File: src/rtl/soma_pkg.sv
// Shared soma/axon constants: default widths and slot count used by the
// soma and by the axon delay line feeding it.
package soma_pkg;

  localparam int SOMA_SPIKE_W   = 16;
  localparam int SOMA_WEIGHT_W  = 16;
  localparam int SOMA_NUM_SLOTS = 4;
  localparam int DROP_CNT_W     = 8;

endpackage

File: src/rtl/delay_slot.sv
// One in-flight spike: occupied flag plus a countdown of cycles to delivery.
// expire_o marks the delivery cycle; expire_next_o marks the cycle before it.
module delay_slot #(
  parameter int SPIKE_W = 16
) (
  input  logic               clk,
  input  logic               rst,
  input  logic               kill_i,
  input  logic               load_i,
  input  logic [SPIKE_W-1:0] load_val_i,
  output logic               occupied_o,
  output logic               expire_o,
  output logic               expire_next_o
);

  logic               occ_q, occ_d;
  logic [SPIKE_W-1:0] cnt_q, cnt_d;

  always_comb begin
    occ_d = occ_q;
    cnt_d = cnt_q;
    if (kill_i) begin
      occ_d = 1'b0;
      cnt_d = '0;
    end else if (load_i) begin
      occ_d = 1'b1;
      cnt_d = load_val_i;
    end else if (occ_q) begin
      // A count of 1 is the delivery cycle; the slot frees on the next edge.
      if (cnt_q == SPIKE_W'(1)) begin
        occ_d = 1'b0;
        cnt_d = '0;
      end else begin
        cnt_d = cnt_q - SPIKE_W'(1);
      end
    end
  end

  always_ff @(posedge clk) begin
    if (rst) begin
      occ_q <= 1'b0;
      cnt_q <= '0;
    end else begin
      occ_q <= occ_d;
      cnt_q <= cnt_d;
    end
  end

  assign occupied_o    = occ_q;
  assign expire_o      = occ_q && (cnt_q == SPIKE_W'(1));
  assign expire_next_o = occ_q && (cnt_q == SPIKE_W'(2));

endmodule

File: src/rtl/axon_delay_line.sv
// Axon delay line: holds up to NUM_SLOTS spikes, each delivered D cycles after
// arrival as weight x (number of coincident expiries), saturated.
module axon_delay_line
  import soma_pkg::*;
#(
  parameter int NUM_SLOTS = SOMA_NUM_SLOTS,
  parameter int SPIKE_W   = SOMA_SPIKE_W,
  parameter int WEIGHT_W  = SOMA_WEIGHT_W
) (
  input  logic                             clk,
  input  logic                             rst,
  input  logic                             kill,
  input  logic [SPIKE_W-1:0]               spike_in,
  input  logic                             cfg_we,
  input  logic [WEIGHT_W-1:0]              cfg_weight,
  output logic [WEIGHT_W-1:0]              weight_out,
  output logic                             weight_valid,
  output logic                             drop_pulse,
  output logic [DROP_CNT_W-1:0]            drop_count,
  output logic [$clog2(NUM_SLOTS+1)-1:0]   active_cnt
);

  localparam int CNT_W  = $clog2(NUM_SLOTS + 1);
  localparam int PROD_W = WEIGHT_W + CNT_W;

  logic [NUM_SLOTS-1:0]  occupied, expire, expire_next, load;
  logic                  spike_vld, slot_free, accept, drop;
  logic [CNT_W-1:0]      deliver_k, active_d;
  logic [PROD_W-1:0]     product;
  logic [WEIGHT_W-1:0]   weight_out_d;

  logic [WEIGHT_W-1:0]   weight_q, weight_out_q;
  logic                  weight_valid_q, drop_pulse_q;
  logic [DROP_CNT_W-1:0] drop_count_q;
  logic [CNT_W-1:0]      active_cnt_q;

  generate
    for (genvar gi = 0; gi < NUM_SLOTS; gi++) begin : g_slot
      delay_slot #(.SPIKE_W(SPIKE_W)) u_slot (
        .clk           (clk),
        .rst           (rst),
        .kill_i        (kill),
        .load_i        (load[gi]),
        .load_val_i    (spike_in),
        .occupied_o    (occupied[gi]),
        .expire_o      (expire[gi]),
        .expire_next_o (expire_next[gi])
      );
    end
  endgenerate

  // Lowest-index free slot wins; a slot in its expiry cycle still counts as busy.
  always_comb begin
    load      = '0;
    slot_free = 1'b0;
    spike_vld = (spike_in != '0) && !kill;
    for (int i = 0; i < NUM_SLOTS; i++) begin
      if (!occupied[i] && !slot_free) begin
        slot_free = 1'b1;
        load[i]   = spike_vld;
      end
    end
    accept = spike_vld && slot_free;
    drop   = spike_vld && !slot_free;
  end

  // Deliveries registered now show next cycle: slots at count 2, plus a D=1 arrival.
  always_comb begin
    deliver_k = CNT_W'(accept && (spike_in == SPIKE_W'(1)));
    active_d  = CNT_W'(accept);
    for (int i = 0; i < NUM_SLOTS; i++) begin
      deliver_k = deliver_k + CNT_W'(expire_next[i]);
      active_d  = active_d + CNT_W'(occupied[i] && !expire[i]);
    end
  end

  always_comb begin
    product      = {{CNT_W{1'b0}}, weight_q} * {{WEIGHT_W{1'b0}}, deliver_k};
    weight_out_d = '0;
    if (deliver_k != '0) begin
      weight_out_d = (product[PROD_W-1:WEIGHT_W] != '0) ? '1 : product[WEIGHT_W-1:0];
    end
  end

  always_ff @(posedge clk) begin
    if (rst) begin
      weight_q       <= '0;
      weight_out_q   <= '0;
      weight_valid_q <= 1'b0;
      drop_pulse_q   <= 1'b0;
      drop_count_q   <= '0;
      active_cnt_q   <= '0;
    end else begin
      if (cfg_we) begin
        weight_q <= cfg_weight;
      end
      if (kill) begin
        weight_out_q   <= '0;
        weight_valid_q <= 1'b0;
        drop_pulse_q   <= 1'b0;
        active_cnt_q   <= '0;
      end else begin
        weight_out_q   <= weight_out_d;
        weight_valid_q <= (deliver_k != '0);
        drop_pulse_q   <= drop;
        active_cnt_q   <= active_d;
        if (drop && (drop_count_q != '1)) begin
          drop_count_q <= drop_count_q + DROP_CNT_W'(1);
        end
      end
    end
  end

  assign weight_out   = weight_out_q;
  assign weight_valid = weight_valid_q;
  assign drop_pulse   = drop_pulse_q;
  assign drop_count   = drop_count_q;
  assign active_cnt   = active_cnt_q;

endmodule

File: config.mk
export PLATFORM = sky130hd
export DESIGN_NAME = axon_delay_line
export DESIGN_NICKNAME = d
export VERILOG_FILES = /design/src/rtl/soma_pkg.sv /design/src/rtl/delay_slot.sv /design/src/rtl/axon_delay_line.sv
export SDC_FILE = /design/constraint.sdc
export NUM_CORES = 1
export LEC_CHECK = 0
export ABC_AREA = 1
export CAP_MARGIN = 10
export CORE_UTILIZATION = 50
export CTS_BUF_LIST = sky130_fd_sc_hd__clkbuf_8
export CTS_CLUSTER_DIAMETER = 40
export DETAILED_ROUTE_END_ITERATION = 8
export GPL_TIMING_DRIVEN = 0
export PLACE_DENSITY = 0.7
export SKIP_CTS_REPAIR_TIMING = 1
export SLEW_MARGIN = 10
export SYNTH_ARGS = -nofsm -noshare
export SYNTH_HDL_FRONTEND = slang
export SYNTH_SLANG_ARGS = --single-unit
File: constraint.sdc
create_clock -name clk -period 8.8 [get_ports clk]
set_clock_uncertainty 0.05 [all_clocks]
set_input_delay 1.76 -clock clk [delete_from_list [all_inputs] [get_ports clk]]
set_output_delay 1.76 -clock clk [all_outputs]
set_load 0.01 [all_outputs]
# ---- Yosys cells after proc, flatten, opt, wreduce, memory -nomap -nowiden
# Cells that the tools add are included.
dict set report op_classes {
  multipliers 1
  muxes 33
  n_bitwise 2
  div_mod_pow 0
  shift 0
  order_cmp 0
  reduce_logical 41
  add_sub_neg 13
  eq_ne 10
}
# op count
set ops {}
lappend ops {{$mux 16} 13}
lappend ops {{$eq 16x1->1 const B} 5}
lappend ops {{$eq 16x2->1 const B} 4}
lappend ops {{$sub 16x1->16 const B} 4}
lappend ops {{$logic_and 1x1->1} 20}
lappend ops {{$mux 1} 20}
lappend ops {{$mul 16x3->19} 1}
lappend ops {{$reduce_bool 16->1} 1}
lappend ops {{$add 3x1->3} 4}
lappend ops {{$logic_not 1->1} 11}
lappend ops {{$add 8x1->8 const B} 1}
lappend ops {{$ne 8x8->1 const B} 1}
lappend ops {{$reduce_bool 2->1} 4}
lappend ops {{$add 2x1->3} 2}
lappend ops {{$reduce_bool 3->1} 2}
lappend ops {{$add 1x1->2} 2}
lappend ops {{$reduce_or 3->1} 1}
lappend ops {{$not 1->1} 2}
lappend ops {{$reduce_and 2->1} 1}
lappend ops {{$reduce_or 2->1} 1}
dict set report totals {
  rom_bits 0
  register_bits 113
  mem_count 0
  mem_bits_rw 0
  elab_cells 114
  latch_bits 0
  in_bits 36
  out_inout_bits 29
}

# ---- Depth between registers and ports, before layout
dict set report logic_depth {
  depth_word 18
  ltp_mapped 30
  depth_no_buf 26
}

# ---- Cells and area by module
# From an unflattened synthesis, not the netlist that was laid out.
dict set report hier_totals {
  hier_cells 1215
  hier_area_um2 8147.8
}
# module seq_area_each_um2 cells_per_inst n_inst area_per_inst_um2
set modules_own_cells {}
lappend modules_own_cells {axon_delay_line 900.9 528 1 3499.6}
lappend modules_own_cells {{delay_slot (g_slot[0].u_slot ...)} 340.3 171 3 1158.6}
lappend modules_own_cells {{delay_slot (g_slot[3].u_slot)} 340.3 174 1 1172.4}

# ---- Least setup slack after synthesis
# OpenSTA, ideal clock, no wires.
dict set report synth_timing {
  kind {input port to flip-flop}
  from {in spike_in[6]}
  to {reg weight_out_q[10], in the netlist weight_out[10]}
  required_time_ns 8.630
  t_arrival_ns 6.089
  setup_ns 0.120
  path_slack_ns 2.542
  n_path_buf 4
  path_stages 29
  cell_sequence {nor2_1 > nand2_1 > nor2_2 > nand2_4 > nand2_8 > inv_6 > buf_2 > nand4_1 > fa_1 > fa_1 > inv_1 > ha_1 > clkbuf_1 > clkbuf_1 > nand2_1 > fa_1 > inv_1 > ha_1 > nand2_1 > inv_1 > nand2_1 > nand2_1 > a21oi_1 > nand2_1 > nand2_1 > nand3_2 > nor2_4 > buf_6 > a21oi_1}
}
dict set report synth_via {
  elab_chain_len 11
  elab_cells_between_ends 15
  classes_between {add/sub: 4; mul: 1; eq/ne: 1; mux: 1; bitwise: 1; reduce/logical: 7}
}
# item line
set synth_rtl {}
lappend synth_rtl {{start: declaration} axon_delay_line.sv:13} ;# input logic [SPIKE_W-1:0] spike_in,
lappend synth_rtl {{$reduce_bool 16->1} axon_delay_line.sv:56} ;# spike_vld = (spike_in != '0) && !kill;
lappend synth_rtl {{$logic_and 1x1->1} axon_delay_line.sv:56}
lappend synth_rtl {{$logic_and 1x1->1} axon_delay_line.sv:63} ;# accept = spike_vld && slot_free;
lappend synth_rtl {{$logic_and 1x1->1 (*)} axon_delay_line.sv:69} ;# deliver_k = CNT_W'(accept && (spike_in == SPIKE_W'(1)));
lappend synth_rtl {{$add 1x1->2 (*)} axon_delay_line.sv:72} ;# deliver_k = deliver_k + CNT_W'(expire_next[i]);
lappend synth_rtl {{$add 2x1->3 (*)} axon_delay_line.sv:72}
lappend synth_rtl {{$add 3x1->3 (*) (2 in series)} axon_delay_line.sv:72}
lappend synth_rtl {{$mul 16x3->19 / $reduce_bool 3->1 (equally long branches)} {axon_delay_line.sv:78, axon_delay_line.sv:80}}
lappend synth_rtl {{$reduce_bool 3->1 / $not 1->1 (equally long branches)} -}
lappend synth_rtl {{$mux 16 / $reduce_or 3->1 (equally long branches)} -}
lappend synth_rtl {{end signal: assignment} axon_delay_line.sv:103} ;# weight_out_q <= weight_out_d;
lappend synth_rtl {{end: declaration} axon_delay_line.sv:32} ;# logic [WEIGHT_W-1:0] weight_q, weight_out_q;
# Every way passes the cells marked *; elsewhere a longest branch is shown, timed or not.
# A chain may end at the register's enable or synchronous reset.

# ---- Final worst setup path
dict set report layout_timing {
  from {in spike_in[12]}
  to {reg weight_out_q[8], in the netlist weight_out[8]}
}
# Same word-level chain as after synthesis.

==> results.txt <==
----------------------------------------------------
[Status]
  Run status ... finished clean

[Critical path]
  Max incr delay on CP ... 0.71 ns
  Reg2Reg Depth ... 24
  Category of the most critical setup path ... input port to flip-flop
  Endpoint class of the critical path ... flip-flop
  First element of the critical path ... spike_in[12]
  Worst r2r src ... g_slot[3].u_slot.occupied_o
  Max FO, Critical Path ... 10
  Startpoint class of the critical path ... input port
  Reg-to-reg endpoint ... weight_out[8]
  Critical Path RT ... 9.09 ns
  Critical path's most frequent cell ... nand2_1
  Worst R2R Setup Slack ... 3.28 ns
  Worst-path cell with the longest stage delay ... clkdlybuf4s50_1
  Data arrival time at the worst-slack endpoint ... 7.61 ns

[Min path]
  Launch point of the worst hold path ... weight_q[13]
  Class of the tightest hold or removal check ... flip-flop to flip-flop
  Worst Hold Endpoint ... weight_q[13]
  Hold Path Cell Cnt ... 2

[Floorplan]
  Die extent in x ... 129 um
  Die outline area ... 16600 um2
  Die Span Y ... 129 um
  Std-Cell Core Area ... 15800 um2
  Number of top-level design ports ... 65
  Initial core utilization ... 51.0%
  Standard-cell row count ... 46

[Yosys]
  Number of register bits inferred by synthesis ... 113
  Proportion of synthesized chip area in sequential cells ... 28.1%
  Number of cells produced by synthesis ... 1220
  EDFF count, synth ... 0
  YS warnings ... 0
  Average footprint of a synthesized cell ... 6.60 um2
  Post-Synthesis Net Count ... 1308
  Synthesized area ... 8050 um2
  Distinct cell type count of the synthesized netlist ... 49
  Prevailing post-synth register cell ... dfxtp_1
  Proportion of synthesized flip-flops having asynchronous set or reset ... 0%

[Power]
  Lkg Pwr ... 4.68 nW
  Maximum resistive drop on vdd ... 0.0992 mV
  Power density over the cells ... 127 nW/um2

[Global routing]
  Global-route wire length before repair ... 34500 um
  Initial antenna violation count ... 0
  Vias in the first global route ... 7048
  Overflow left after global routing ... 0
  Largest net degree at the start of global routing ... 17
  Total routing resource utilization after global routing ... 26.9%

[Drt]
  Routed Antenna Nets ... 0
  Detailed-router iteration count before antenna repair ... 6
  Total number of vias ... 7810
  Routed wire per std cell ... 13.8 um
  DRC marker count from the first detailed-route iteration ... 630
  Post-route DRC ... 0
  Via/cell ratio ... 5.10
  Post-detailed-routing wire length ... 21100 um

[Clock tree]
  Clk root buf ... clkbuf_8
  Total clock buffers created by CTS ... 17
  Clock Sink Count ... 113
  Clock tree from TritonCTS ... done
  Maximum number of buffers from clock root to sink ... 2
  Insertion delay of the later-clocked pin in the worst-skew pair ... 0.46 ns
  Clock-pin slew reported for the worst setup and hold paths after clock tree synthesis ... 0.08 ns
  Max H-tree Level ... 4

[Timing]
  Worst hold slack after final layout ... 0.443 ns
  Total Neg Setup Slack ... 0 ns
  Post-layout minimum cycle time ... 7.32 ns
  Slew of the pin with the lowest slew margin ... 0.702 ns
  Setup repair after global routing missed its margin ... false
  Slew margin rel. ... 53.2%
  Final Cycle Share ... 83.2%
  Count of final max-slew check failures ... 0
  Final Hold Viols ... 0
  Setup violation total in the final timing report ... 0
  Maximum clock rate ... 137 MHz

[Final layout]
  Layout Utilization ... 59.4%
  Area growth syn-to-layout ... 16.3%
  Fraction of final layout cells with drive strength greater than 1 ... 6.85%
  Post-layout net count ... 1390
  Most frequent cells in the layout ... nand2_1 (310), inv_1 (178), nor2_1 (156), nand3_1 (117), dfxtp_1 (113)
  Leading cell type in the layout, fill and taps excluded ... nand2_1
  Number of diodes ... 0

[Place]
  GPL Wtd Cong ... 0.882
  Port buffer count ... 63
  Detailed Place HPWL ... 16200 um

[Flow run]
  Reported max-cap violation count ... 0

----------------------------------------------------
[power by group]
group / leakage [nW] / switching, mW / total [mW] / internal (mW)
Combinational: 3.55 / 0.0802 / 0.130 / 0.0501
Clock: 0.212 / 0.224 / 0.522 / 0.298
Sequential: 0.916 / 0.0104 / 0.532 / 0.522
Total: 4.68 / 0.315 / 1.18 / 0.870
[metrics by stage]
stage / cell area (um2) / power (mW) / cells / worst slack (ns)
after floorplan: 8050 / 0.624 / 1220 / 2.54
after CTS: 9360 / 1.19 / 1530 / 1.54
after global routing: 9360 / 1.23 / 1530 / 1.05
final: 9360 / 1.18 / 1530 / 1.48
after detailed placement: 8950 / 0.672 / 1499 / 1.03
after global placement: 8950 / 0.671 / 1499 / 1.09
[worst max path at each step]
stage	slack (ns)	endpoint
global route	1.05	weight_out[8]
detailed placement	1.03	weight_out[13]
finish	1.48	weight_out[8]
CTS	1.54	weight_out[8]
floorplan	2.54	weight_out[10]
global placement	1.09	weight_out[15]
[per-layer routing]
layer	wire length [um]	GRT usage [%]
met2	10000	45.9
met3	1220	5.20
met1	9340	33.6
met5	0	0
met4	478	10.1
[area by class of cell]
cell class,instances,area [um2]
Fill cell,1591,6410
Timing Repair Buffer,63,631
Clock buffer,20,275
Inverter,187,713
Tap cell,216,270
Clock inverter,11,138
Sequential cell,113,2260
Buffer,33,181
Multi-Input combinational cell,887,4890
[flip-flops by register name, summed over array words and instances (netlist names)]
name / cells
g_slot.u_slot.cnt_q: 64
weight_out: 16
weight_q: 16
drop_count: 8
g_slot.u_slot.occupied_o: 4
active_cnt: 3
drop_pulse: 1
weight_valid: 1
[cells in the mapped netlist, types with 2 or more instances]
cell type  number  area [um2]
o22ai_1         7        43.8
dfxtp_1       113        2260
nor3_1         15        75.1
nor3_2          2        20.0
a31oi_1         9        56.3
o21bai_1        2        15.0
o211ai_1        6        45.0
or2_2           2        12.5
buf_4           7        52.6
xor2_1         34         298
a21oi_1        51         255
nand3_1       117         586
xnor2_1        25         219
nor3b_1         2        15.0
ha_1           33         413
inv_4           2        12.5
nand4_1        28         175
o21ai_0        28         140
fa_1           19         380
nand2_4         3        33.8
nand3b_1        2        15.0
nand2_1       310        1160
inv_1         177         664
buf_6           3        33.8
nor2_2          3        18.8
o21ai_1         2        10.0
nor2_1        156         586
inv_2           6        22.5
nor2_4          3        33.8
and2_1          2        12.5
clkbuf_1       15        56.3
o21a_1          2        15.0
nand2_8         3        60.1
buf_2           7        35.0
nand2_2         6        37.5
nand3_2         5        50.1
[cell families (layout without fill, tap and decap cells)]
kind of cell | Yosys count | in the layout | synth area share, %
buffers and inverters | 220 | 314 | 11.1
AND/OR/NAND/NOR | 665 | 665 | 36.8
adder cells (fa/ha/maj) | 52 | 52 | 9.86
XOR/XNOR | 59 | 59 | 6.42
flip-flops | 113 | 113 | 28.1
AO/OA/AOI/OAI | 111 | 111 | 7.66
[worst max-delay path: cells and delay by family]
| family | cells | cell delay [ns] |
|---|---|---|
| and+or+nand+nor | 15 | 1.68 |
| adders and majority gates | 5 | 1.98 |
| buffers and inverters | 8 | 2.09 |
| AOI/OAI and AO/OA | 1 | 0.06 |
(Power assumes the default switching activity.)
